<file path="config.mk">
export PLATFORM = sky130hd
export DESIGN_NAME = n64_frame_rx_flat
export DESIGN_NICKNAME = d
export VERILOG_FILES = /design/src/rtl/n64_frame_rx_if.sv /design/src/rtl/n64_frame_rx.sv /design/src/flat_wrapper.sv
export SDC_FILE = /design/constraint.sdc
export NUM_CORES = 1
export LEC_CHECK = 0
export ABC_AREA = 1
export CELL_PAD_IN_SITES_DETAIL_PLACEMENT = 0
export CELL_PAD_IN_SITES_GLOBAL_PLACEMENT = 1
export CORE_ASPECT_RATIO = 0.9
export CORE_UTILIZATION = 40
export DETAILED_ROUTE_END_ITERATION = 16
export PLACE_DENSITY_LB_ADDON = 0.15
export SETUP_SLACK_MARGIN = 0.15
export SLEW_MARGIN = 20
export SYNTH_ARGS = -nofsm -noshare
export SYNTH_HDL_FRONTEND = slang
export SYNTH_SLANG_ARGS = --single-unit
</file>
<file path="constraint.sdc">
create_clock -name clk_i -period 1.4 [get_ports clk_i]
set_input_delay 0.28 -clock clk_i [delete_from_list [all_inputs] [get_ports clk_i]]
set_output_delay 0.28 -clock clk_i [all_outputs]
set_load 0.03 [all_outputs]
</file>
<file path="src/rtl/n64_frame_rx_if.sv">
// n64_frame_rx_if: controller line in, decoded frame strobes out.
// Ports: n64_i (raw line), data_o/valid_o/err_o/busy_o (frame results).
// master = receiver side, slave = pad driver / frame consumer side.
interface n64_frame_rx_if #(
    parameter int FRAME_BITS = 32
);
    logic                  n64_i;
    logic [FRAME_BITS-1:0] data_o;
    logic                  valid_o;
    logic                  err_o;
    logic                  busy_o;

    modport master (
        input  n64_i,
        output data_o,
        output valid_o,
        output err_o,
        output busy_o
    );

    modport slave (
        output n64_i,
        input  data_o,
        input  valid_o,
        input  err_o,
        input  busy_o
    );
endinterface

</file>
<file path="src/rtl/n64_frame_rx.sv">
// n64_frame_rx: pulse-width decoder for the N64 controller data line.
// Ports: clk_i, rst_ni (async active-low), bus (n64_frame_rx_if.master):
//   n64_i raw line, data_o last good frame (first bit in MSB),
//   valid_o/err_o one-cycle strobes, busy_o frame in progress.
// Optional: define N64_RX_GLITCH_FILTER_EN for a 3-sample line filter.
module n64_frame_rx #(
    parameter int CLKS_PER_US = 14,
    parameter int FRAME_BITS  = 32,
    parameter int TIMEOUT_US  = 8
) (
    input  logic             clk_i,
    input  logic             rst_ni,
    n64_frame_rx_if.master   bus
);
    localparam int T_BIT = 2 * CLKS_PER_US;
    localparam int T_MAX = 4 * CLKS_PER_US;
    localparam int T_OUT = TIMEOUT_US * CLKS_PER_US;
    localparam int CW    = $clog2(T_OUT + 1);
    localparam int BW    = $clog2(FRAME_BITS + 2);

    localparam logic [CW-1:0] T_BIT_C = CW'(T_BIT);
    localparam logic [CW-1:0] T_MAX_C = CW'(T_MAX);
    localparam logic [CW-1:0] T_OUT_C = CW'(T_OUT);
    localparam logic [CW-1:0] ONE_C   = CW'(1);
    localparam logic [BW-1:0] BC_END  = BW'(FRAME_BITS + 1);
    localparam logic [BW-1:0] BC_MAX  = BW'(FRAME_BITS + 2);

    typedef enum logic [1:0] {
        ARM,
        IDLE,
        LOW,
        HIGH
    } state_t;

    logic s1_q, s2_q;
    logic s;
    logic sp_q;

    always_ff @(posedge clk_i or negedge rst_ni) begin
        if (!rst_ni) begin
            s1_q <= 1'b1;
            s2_q <= 1'b1;
        end else begin
            s1_q <= bus.n64_i;
            s2_q <= s1_q;
        end
    end

`ifdef N64_RX_GLITCH_FILTER_EN
    // s follows the line only once three consecutive samples agree.
    logic f1_q, f2_q, flt_q;

    always_comb begin
        s = flt_q;
        if (s2_q == f1_q && f1_q == f2_q) begin
            s = s2_q;
        end
    end

    always_ff @(posedge clk_i or negedge rst_ni) begin
        if (!rst_ni) begin
            f1_q  <= 1'b1;
            f2_q  <= 1'b1;
            flt_q <= 1'b1;
        end else begin
            f1_q  <= s2_q;
            f2_q  <= f1_q;
            flt_q <= s;
        end
    end
`else
    assign s = s2_q;
`endif

    always_ff @(posedge clk_i or negedge rst_ni) begin
        if (!rst_ni) begin
            sp_q <= 1'b1;
        end else begin
            sp_q <= s;
        end
    end

    logic fall, rise;
    assign fall = sp_q & ~s;
    assign rise = ~sp_q & s;

    state_t                state_q, state_d;
    logic [CW-1:0]         cnt_q, cnt_d, cnt_inc;
    logic [BW-1:0]         bc_q, bc_d, bc_inc;
    logic [FRAME_BITS:0]   sr_q, sr_d;
    logic [FRAME_BITS-1:0] data_q, data_d;
    logic                  valid_q, valid_d;
    logic                  err_q, err_d;

    assign cnt_inc = (cnt_q == T_OUT_C) ? cnt_q : cnt_q + ONE_C;
    assign bc_inc  = (bc_q == BC_MAX) ? bc_q : bc_q + BW'(1);

    // The edge cycle itself counts as the first sample of the new level,
    // so on a rising edge cnt_q equals the number of low samples seen.
    always_comb begin
        state_d = state_q;
        cnt_d   = cnt_inc;
        bc_d    = bc_q;
        sr_d    = sr_q;
        data_d  = data_q;
        valid_d = 1'b0;
        err_d   = 1'b0;
        unique case (state_q)
            ARM: begin
                if (!s) begin
                    cnt_d = '0;
                end else if (cnt_q == T_OUT_C) begin
                    state_d = IDLE;
                end
            end
            IDLE: begin
                if (fall) begin
                    state_d = LOW;
                    cnt_d   = ONE_C;
                    bc_d    = '0;
                end
            end
            LOW: begin
                if (rise && cnt_q <= T_MAX_C) begin
                    sr_d    = {sr_q[FRAME_BITS-1:0], cnt_q < T_BIT_C};
                    bc_d    = bc_inc;
                    cnt_d   = ONE_C;
                    state_d = HIGH;
                end else if (!s && cnt_q >= T_MAX_C) begin
                    err_d   = 1'b1;
                    cnt_d   = '0;
                    state_d = ARM;
                end
            end
            HIGH: begin
                if (fall) begin
                    cnt_d   = ONE_C;
                    state_d = LOW;
                end else if (cnt_q == T_OUT_C) begin
                    if (bc_q == BC_END) begin
                        data_d  = sr_q[FRAME_BITS:1];
                        valid_d = 1'b1;
                    end else begin
                        err_d = 1'b1;
                    end
                    state_d = IDLE;
                end
            end
            default: begin
                state_d = ARM;
                cnt_d   = '0;
            end
        endcase
    end

    always_ff @(posedge clk_i or negedge rst_ni) begin
        if (!rst_ni) begin
            state_q <= ARM;
            cnt_q   <= '0;
            bc_q    <= '0;
            sr_q    <= '0;
            data_q  <= '0;
            valid_q <= 1'b0;
            err_q   <= 1'b0;
        end else begin
            state_q <= state_d;
            cnt_q   <= cnt_d;
            bc_q    <= bc_d;
            sr_q    <= sr_d;
            data_q  <= data_d;
            valid_q <= valid_d;
            err_q   <= err_d;
        end
    end

    assign bus.data_o  = data_q;
    assign bus.valid_o = valid_q;
    assign bus.err_o   = err_q;
    assign bus.busy_o  = (state_q == LOW) || (state_q == HIGH);
endmodule

</file>
<file path="src/flat_wrapper.sv">
// flat-port wrapper written by rule: the top's interface ports become plain ports
module n64_frame_rx_flat 
#(
    parameter int CLKS_PER_US = 14,
    parameter int FRAME_BITS  = 32,
    parameter int TIMEOUT_US  = 8
)
  (clk_i, rst_ni, bus_n64_i, bus_data_o, bus_valid_o, bus_err_o, bus_busy_o);
  n64_frame_rx_if #(.FRAME_BITS(FRAME_BITS)) bus_i ();
  input  logic clk_i;
  input  logic rst_ni;
  input wire logic [$bits(bus_i.n64_i)-1:0] bus_n64_i;
  output wire logic [$bits(bus_i.data_o)-1:0] bus_data_o;
  output wire logic [$bits(bus_i.valid_o)-1:0] bus_valid_o;
  output wire logic [$bits(bus_i.err_o)-1:0] bus_err_o;
  output wire logic [$bits(bus_i.busy_o)-1:0] bus_busy_o;
  assign bus_i.n64_i = bus_n64_i;
  assign bus_data_o = bus_i.data_o;
  assign bus_valid_o = bus_i.valid_o;
  assign bus_err_o = bus_i.err_o;
  assign bus_busy_o = bus_i.busy_o;
  n64_frame_rx #(.CLKS_PER_US(CLKS_PER_US), .FRAME_BITS(FRAME_BITS), .TIMEOUT_US(TIMEOUT_US)) u_core (.clk_i(clk_i), .rst_ni(rst_ni), .bus(bus_i));
endmodule
</file>
==> flow_summary.json, run 1 <==
{
  "seqPwrFrac": 0.558,
  "vias": 2862,
  "cts.clk_slew.worst_paths_ns": 0.09,
  "dpl.hpwl_um": 5190,
  "violations": "negative setup slack",
  "p_switching_mw": 1.05,
  "grt_overflow_total": 0,
  "fin_crit_ns": 1.50,
  "area_growth_pct": 36.4,
  "fin_util": 0.572,
  "vdd_drop_max_mv": 0.582,
  "rr_startpoint": "u_core.s",
  "p_int_mw": 3.39,
  "crit_chain": "inv_4 -> nor3_4 -> nand3_4 -> buf_12 -> buf_16 -> nand2_2 -> o21ai_1",
  "cts-root-buf": "clkbuf_8",
  "finalSetupViolations": 67,
  "outcome": "complete, but fails checks",
  "drtPass1Iterations": 4,
  "die_y_um": 95.5,
  "cap_violations": 0,
  "critPathCapture": "u_core.sr_q[5]",
  "avgViaCountPerCell": 4.56,
  "finalMaxSlewViolations": 0,
  "cts_buffers": 9,
  "port_buffers": 37,
  "worst_path_max_delay_cell": "dfstp_2",
  "drt-total-wl_um": 7820,
  "syn-num-nets": 412,
  "critical_path_class": "register to register",
  "grt_pass1_vias": 2738,
  "drc_errors": 0,
  "dr.first_iter.drc_count": 89,
  "grt_pass1_wl_um": 12800,
  "cp-end-kind": "register",
  "hold_viol": 0,
  "yosysSeqAreaShare": 0.549,
  "ys_warn_count": 0,
  "synth.largest_area_cell": "dfrtp_1",
  "rsz0062_at_grt": "true",
  "synth_top_area_frac": 0.529,
  "reg2reg_slack_ns": -0.1,
  "antenna_found_initial": 0,
  "critPathLaunch": "u_core.s",
  "pwr-share-comb": 0.040,
  "max_stage_delay_ns": 0.56,
  "arrival_ns": 1.75,
  "cts_tree": "built",
  "path_max_fanout": 5,
  "tightest_slew_ns": 0.275,
  "gp_congestion": 0.819,
  "r2r-end": "u_core.sr_q[5]",
  "syn_area_mm2": 0.00388,
  "synth.distinct_cells": 30,
  "grt_start_max_net_pins": 44,
  "post-route-period-util": 1.07,
  "dieArea_mm2": 0.0101,
  "worstRegToRegCells": 7,
  "rows": 33,
  "fin_skew_ns": 0.00762,
  "netlist_instances": 404,
  "clkPwrFrac": 0.402,
  "drive_gt1_frac": 0.499,
  "hp-class": "input pin to async pin",
  "core-area_mm2": 0.00925,
  "grtUsageTotal": 0.162,
  "cts_sinks": 85,
  "htreeDepth": 3,
  "finalNetCount": 508,
  "antenna_left": 0,
  "powerDensity_mw_per_mm2": 839,
  "die_w_um": 106,
  "sw_frac_of_total": 0.236,
  "syn_avg_cell_area_um2": 9.61,
  "clk_latency_ns": 0.35,
  "fin_hold_ws_ns": 0.340,
  "setup_ws_ns": -0.0997,
  "boundaryPins": 38,
  "leakage_nw": 2.48,
  "post_drt_wl_per_cell_um": 12.5,
  "maxSlewHeadroom": 0.817,
  "crit_required_ns": 1.65,
  "antennaDiodeCount": 0,
  "ys_seq_elements": 85,
  "crit_path_start_kind": "register",
  "max_freq_mhz": 667,
  "start_util": 0.420,
  "clockBufferDepth": 2,
  "yosys-top-cells-area": "dfrtp_1 53%, nand2_1 7.9%, o21ai_2 7.4%, nand2_2 4.8%, inv_1 4.6%"
}
-- flip-flops by register name, summed over array words and instances, names as in the netlist, 2 cells and up --
register           flops
u_core.cnt_q           7
u_core.state_q         2
u_core.bus.data_o     32
u_core.sr_q           33
u_core.bc_q            6
-- layer usage --
metal / global-route usage / part of all wire
met2: 0.267 / 0.48
met4: 0.0417 / 0.014
met5: 0 / 0
met3: 0.0431 / 0.033
met1: 0.213 / 0.48
-- cells by family (layout without fill, tap and decap cells) --
family	count (synthesis)	after routing	synth area share
AOI/OAI and AO/OA	67	67	0.118
xor gates and xnor gates	6	6	0.0135
adders and majority gates	5	5	0.0161
buffers and inverters	70	171	0.0880
DFF	85	85	0.549
and+or+nand+nor	171	171	0.215
-- final cells by class --
cell class	instances	area, um2
well taps	122	153
inverters	55	224
flip-flops and latches	85	2130
repair buffers	100	927
clock inverters	7	81.3
clock buffers	9	124
multi-input cells	249	1650
fillers	856	3960
-- metrics by stage --
stage                     worst slack, ns  total power [mW]  TNS (ns)  cells  area (um2)
after floorplan                   -0.0485              2.57     -1.56    404        3900
after global placement            -0.0609              2.68     -1.04    590        4670
after detailed placement          -0.0833              2.68     -2.37    590        4670
after CTS                         -0.0613              4.50     -2.27    610        4860
after global routing               -0.160              4.62     -8.13    627        5290
final                             -0.0997              4.44     -2.28    627        5290
-- what timing repair did --
action                                  in CTS  in global routing
hold buffers                                 1                  0
hold endpoints to repair                    16                  0
pin swaps                                    2                 11
endpoints found under the setup margin     116                104
resized for setup                          185                112
buffers inserted                             2                 16
gates cloned                                 1                  1
-- synthesized netlist by cell type (all sizes together) --
cell and instances:
and2 1, dfstp 3, buf 12, nor3 3
nor2 23, xor2 3, xnor2 3, inv 53
nand2 112, dfrtp 82, nand4 6, o21ai 66
nand3 25, clkbuf 3, ha 5, clkinv 2
a21oi 1, or2 1
-- worst max-delay path, delay by kind of cell (launching register included) --
kind	cells	cell delay [ns]
AO/OA/AOI/OAI	1	0.05
buffers and inverters	3	0.37
flip-flops	1	0.56
AND/OR/NAND/NOR	3	0.41
-- cell usage in the layout (no fill, tap or decap), types with 2 or more instances in the layout --
cell type	instances
dfrtp_1	82
nand2_1	55
nand2_2	51
buf_4	47
inv_1	44
o21ai_2	41
o21ai_1	21
nand3_1	15
buf_6	15
buf_2	14
nor2_1	12
clkbuf_4	11
clkbuf_8	9
buf_12	9
nor2_2	8
inv_2	7
nand2_4	6
nand3_2	6
nand3_4	4
nand4_1	4
o21ai_0	4
ha_1	4
nor2_4	3
xor2_1	3
xnor2_1	3
dfstp_2	3
inv_4	2
nor3_1	2
nand4_4	2
inv_6	2
clkinv_4	2
-- worst min-delay path by stage --
stage,start,end,slack [ns],cells past startpoint
3_5_place_dp,rst_ni,u_core.bus.data_o[7],0.18,1
5_1_grt,bus_n64_i,u_core.s1_q,0.32,1
6_report,rst_ni,u_core.bus.data_o[7],0.34,2
2_1_floorplan,rst_ni,u_core.bc_q[0],-0.02,0
4_1_cts,rst_ni,u_core.bus.data_o[7],0.33,2
3_3_place_gp,rst_ni,u_core.bus.data_o[7],0.18,1
-- power groups by stage --
stage / clock [mW] / combinational, mW / sequential (mW)
floorplan: 0 / 0.0444 / 2.53
detailed placement: 0 / 0.160 / 2.52
global route: 1.94 / 0.202 / 2.48
global placement: 0 / 0.156 / 2.52
CTS: 1.85 / 0.168 / 2.48
finish: 1.79 / 0.178 / 2.48
(Power assumes the default switching activity.)
==> run 2, diff against run 1 <==
--- a/config.mk
+++ b/config.mk
@@ -11,7 +11,9 @@
 export CORE_ASPECT_RATIO = 0.9
 export CORE_UTILIZATION = 40
 export DETAILED_ROUTE_END_ITERATION = 16
+export HOLD_SLACK_MARGIN = 0.02
 export PLACE_DENSITY_LB_ADDON = 0.15
+export RECOVER_POWER = 25
 export SETUP_SLACK_MARGIN = 0.15
 export SLEW_MARGIN = 20
 export SYNTH_ARGS = -nofsm -noshare
==> flow_summary.json, run 2 (synthesis gave the netlist of run 1 again) <==
{
  "fin_skew_ns": 0.00701,
  "gp_congestion": 0.819,
  "largest_reg_flops": 33,
  "cp_num_buf_inv": 3,
  "fin_hold_ws_ns": 0.361,
  "port_buffers": 37,
  "post-route-period-util": 1.07,
  "finalNetCount": 508,
  "dpl.hpwl_um": 5190,
  "drc_errors": 0,
  "cp_num_cells": 7,
  "max_stage_delay_ns": 0.56,
  "grtUsageMet2": 0.267,
  "dieArea_mm2": 0.0101,
  "finalMaxSlewViolations": 0,
  "start_util": 0.420,
  "cts_sinks": 85,
  "drtPass1Iterations": 4,
  "regMostFlops": "u_core.sr_q",
  "grtUsageTotal": 0.162,
  "cts.clk_slew.worst_paths_ns": 0.09,
  "max_freq_mhz": 666,
  "r2r-end": "u_core.sr_q[5]",
  "area_growth_pct": 36.0,
  "worst_path_max_delay_cell": "dfstp_2",
  "crit_chain": "inv_4 -> nor3_4 -> nand3_4 -> buf_12 -> buf_16 -> nand2_2 -> o21ai_1",
  "drive_gt1_frac": 0.499,
  "cts_tree": "built",
  "antenna_left": 0,
  "reg2reg_slack_ns": -0.10,
  "leakage_nw": 2.47,
  "cp-end-kind": "register",
  "crit_path_start_kind": "register",
  "final_area_mm2": 0.00528,
  "vias": 2861,
  "path_max_fanout": 5,
  "vdd_drop_max_mv": 0.582,
  "die_y_um": 95.5,
  "drt-total-wl_um": 7830,
  "hold_end": "u_core.s",
  "met1_usage": 0.213,
  "hold_depth": 0,
  "critical_path_class": "register to register",
  "boundaryPins": 38,
  "post_drt_wl_per_cell_um": 12.5,
  "rows": 33,
  "clk_latency_ns": 0.35,
  "dr.first_iter.drc_count": 89,
  "tightest_slew_ns": 0.494,
  "grt_busiest_layer": "met2",
  "grt_pass1_wl_um": 12800,
  "antennaDiodeCount": 0,
  "outcome": "complete, but fails checks",
  "antenna_found_initial": 0,
  "avgViaCountPerCell": 4.56,
  "path_delay_family": "flip-flops",
  "dpl-instance-area_mm2": 0.00467,
  "rsz0062_at_grt": "true",
  "layout_commonest_cell": "dfrtp_1",
  "cap_violations": 0,
  "arrival_ns": 1.75,
  "worstRegToRegCells": 7,
  "met3_usage": 0.0431,
  "clockBufferDepth": 2,
  "cts_buffers": 9,
  "finalSetupViolations": 67,
  "grt_pass1_vias": 2738,
  "violations": "negative setup slack",
  "tns_ns": -2.29,
  "fin_util": 0.571,
  "hp-start": "u_core.s1_q",
  "fin_crit_ns": 1.50,
  "grt_start_max_net_pins": 44,
  "htreeDepth": 3,
  "hp-class": "register to register",
  "fillerInstances": 857,
  "p_total_mw": 4.44,
  "rr_startpoint": "u_core.s",
  "cts-root-buf": "clkbuf_8",
  "final_cell_mix": "82 x dfrtp_1, 55 x nand2_1, 51 x nand2_2",
  "hold_viol": 0,
  "powerDensity_mw_per_mm2": 840,
  "core-area_mm2": 0.00925,
  "crit_required_ns": 1.64,
  "grt_overflow_total": 0,
  "die_w_um": 106,
  "maxSlewHeadroom": 0.671,
  "setup_ws_ns": -0.101
}
## run 2: worst max-delay path by stage
stage,start,end,slack (ns)
final,u_core.s,u_core.sr_q[5],-0.10
after global routing,u_core.cnt_q[1],u_core.bus.data_o[7],-0.16
after CTS,u_core.s,u_core.bus.data_o[10],-0.06
after detailed placement,u_core.s,u_core.bc_q[2],-0.08
after global placement,u_core.s,u_core.bc_q[2],-0.06
after floorplan,u_core.cnt_q[0],u_core.bus.data_o[11],-0.05
## run 2: metrics by stage
step,setup WS (ns),std cells
final,-0.101,627
after global routing,-0.160,627
after CTS,-0.0613,610
after detailed placement,-0.0833,590
after global placement,-0.0609,590
after floorplan,-0.0485,404
## run 2: worst register-to-register path: cells and delay by family, from the launching register on
kind,cells,cell delay [ns]
AO/OA/AOI/OAI,1,0.05
flip-flops,1,0.56
buffers and inverters,3,0.37
AND/OR/NAND/NOR,3,0.41
## run 2: repair_timing
action,4_1_cts,5_1_grt
hold buffers,1,0
pin swaps,2,11
buffers inserted,2,16
setup endpoints to repair,116,104
endpoints found under the hold margin,16,0
gates cloned,1,1
gates resized for setup,185,112
## run 2: where the power goes
group	switching, mW	total [mW]	internal, mW
logic	0.106	0.172	0.0663
clock network	0.933	1.79	0.853
registers	0.0100	2.48	2.47
## run 2: area by class of cell
class	instances	area, um2	share of cell area
Clock buffer	9	124	0.0235
Clock inverter	7	81.3	0.0154
Inverter	55	224	0.0424
Multi-Input combinational cell	249	1650	0.313
Sequential cell	85	2130	0.404
Tap cell	122	153	0.0289
Timing Repair Buffer	100	912	0.173
## run 2: layer usage
metal / routed length (um) / up-vias / share of wire
li1: - / 1462 / -
met1: 3740 / 1351 / 0.48
met2: 3720 / 40 / 0.48
met3: 255 / 8 / 0.033
met4: 113 / 0 / 0.014
met5: 0 / - / 0
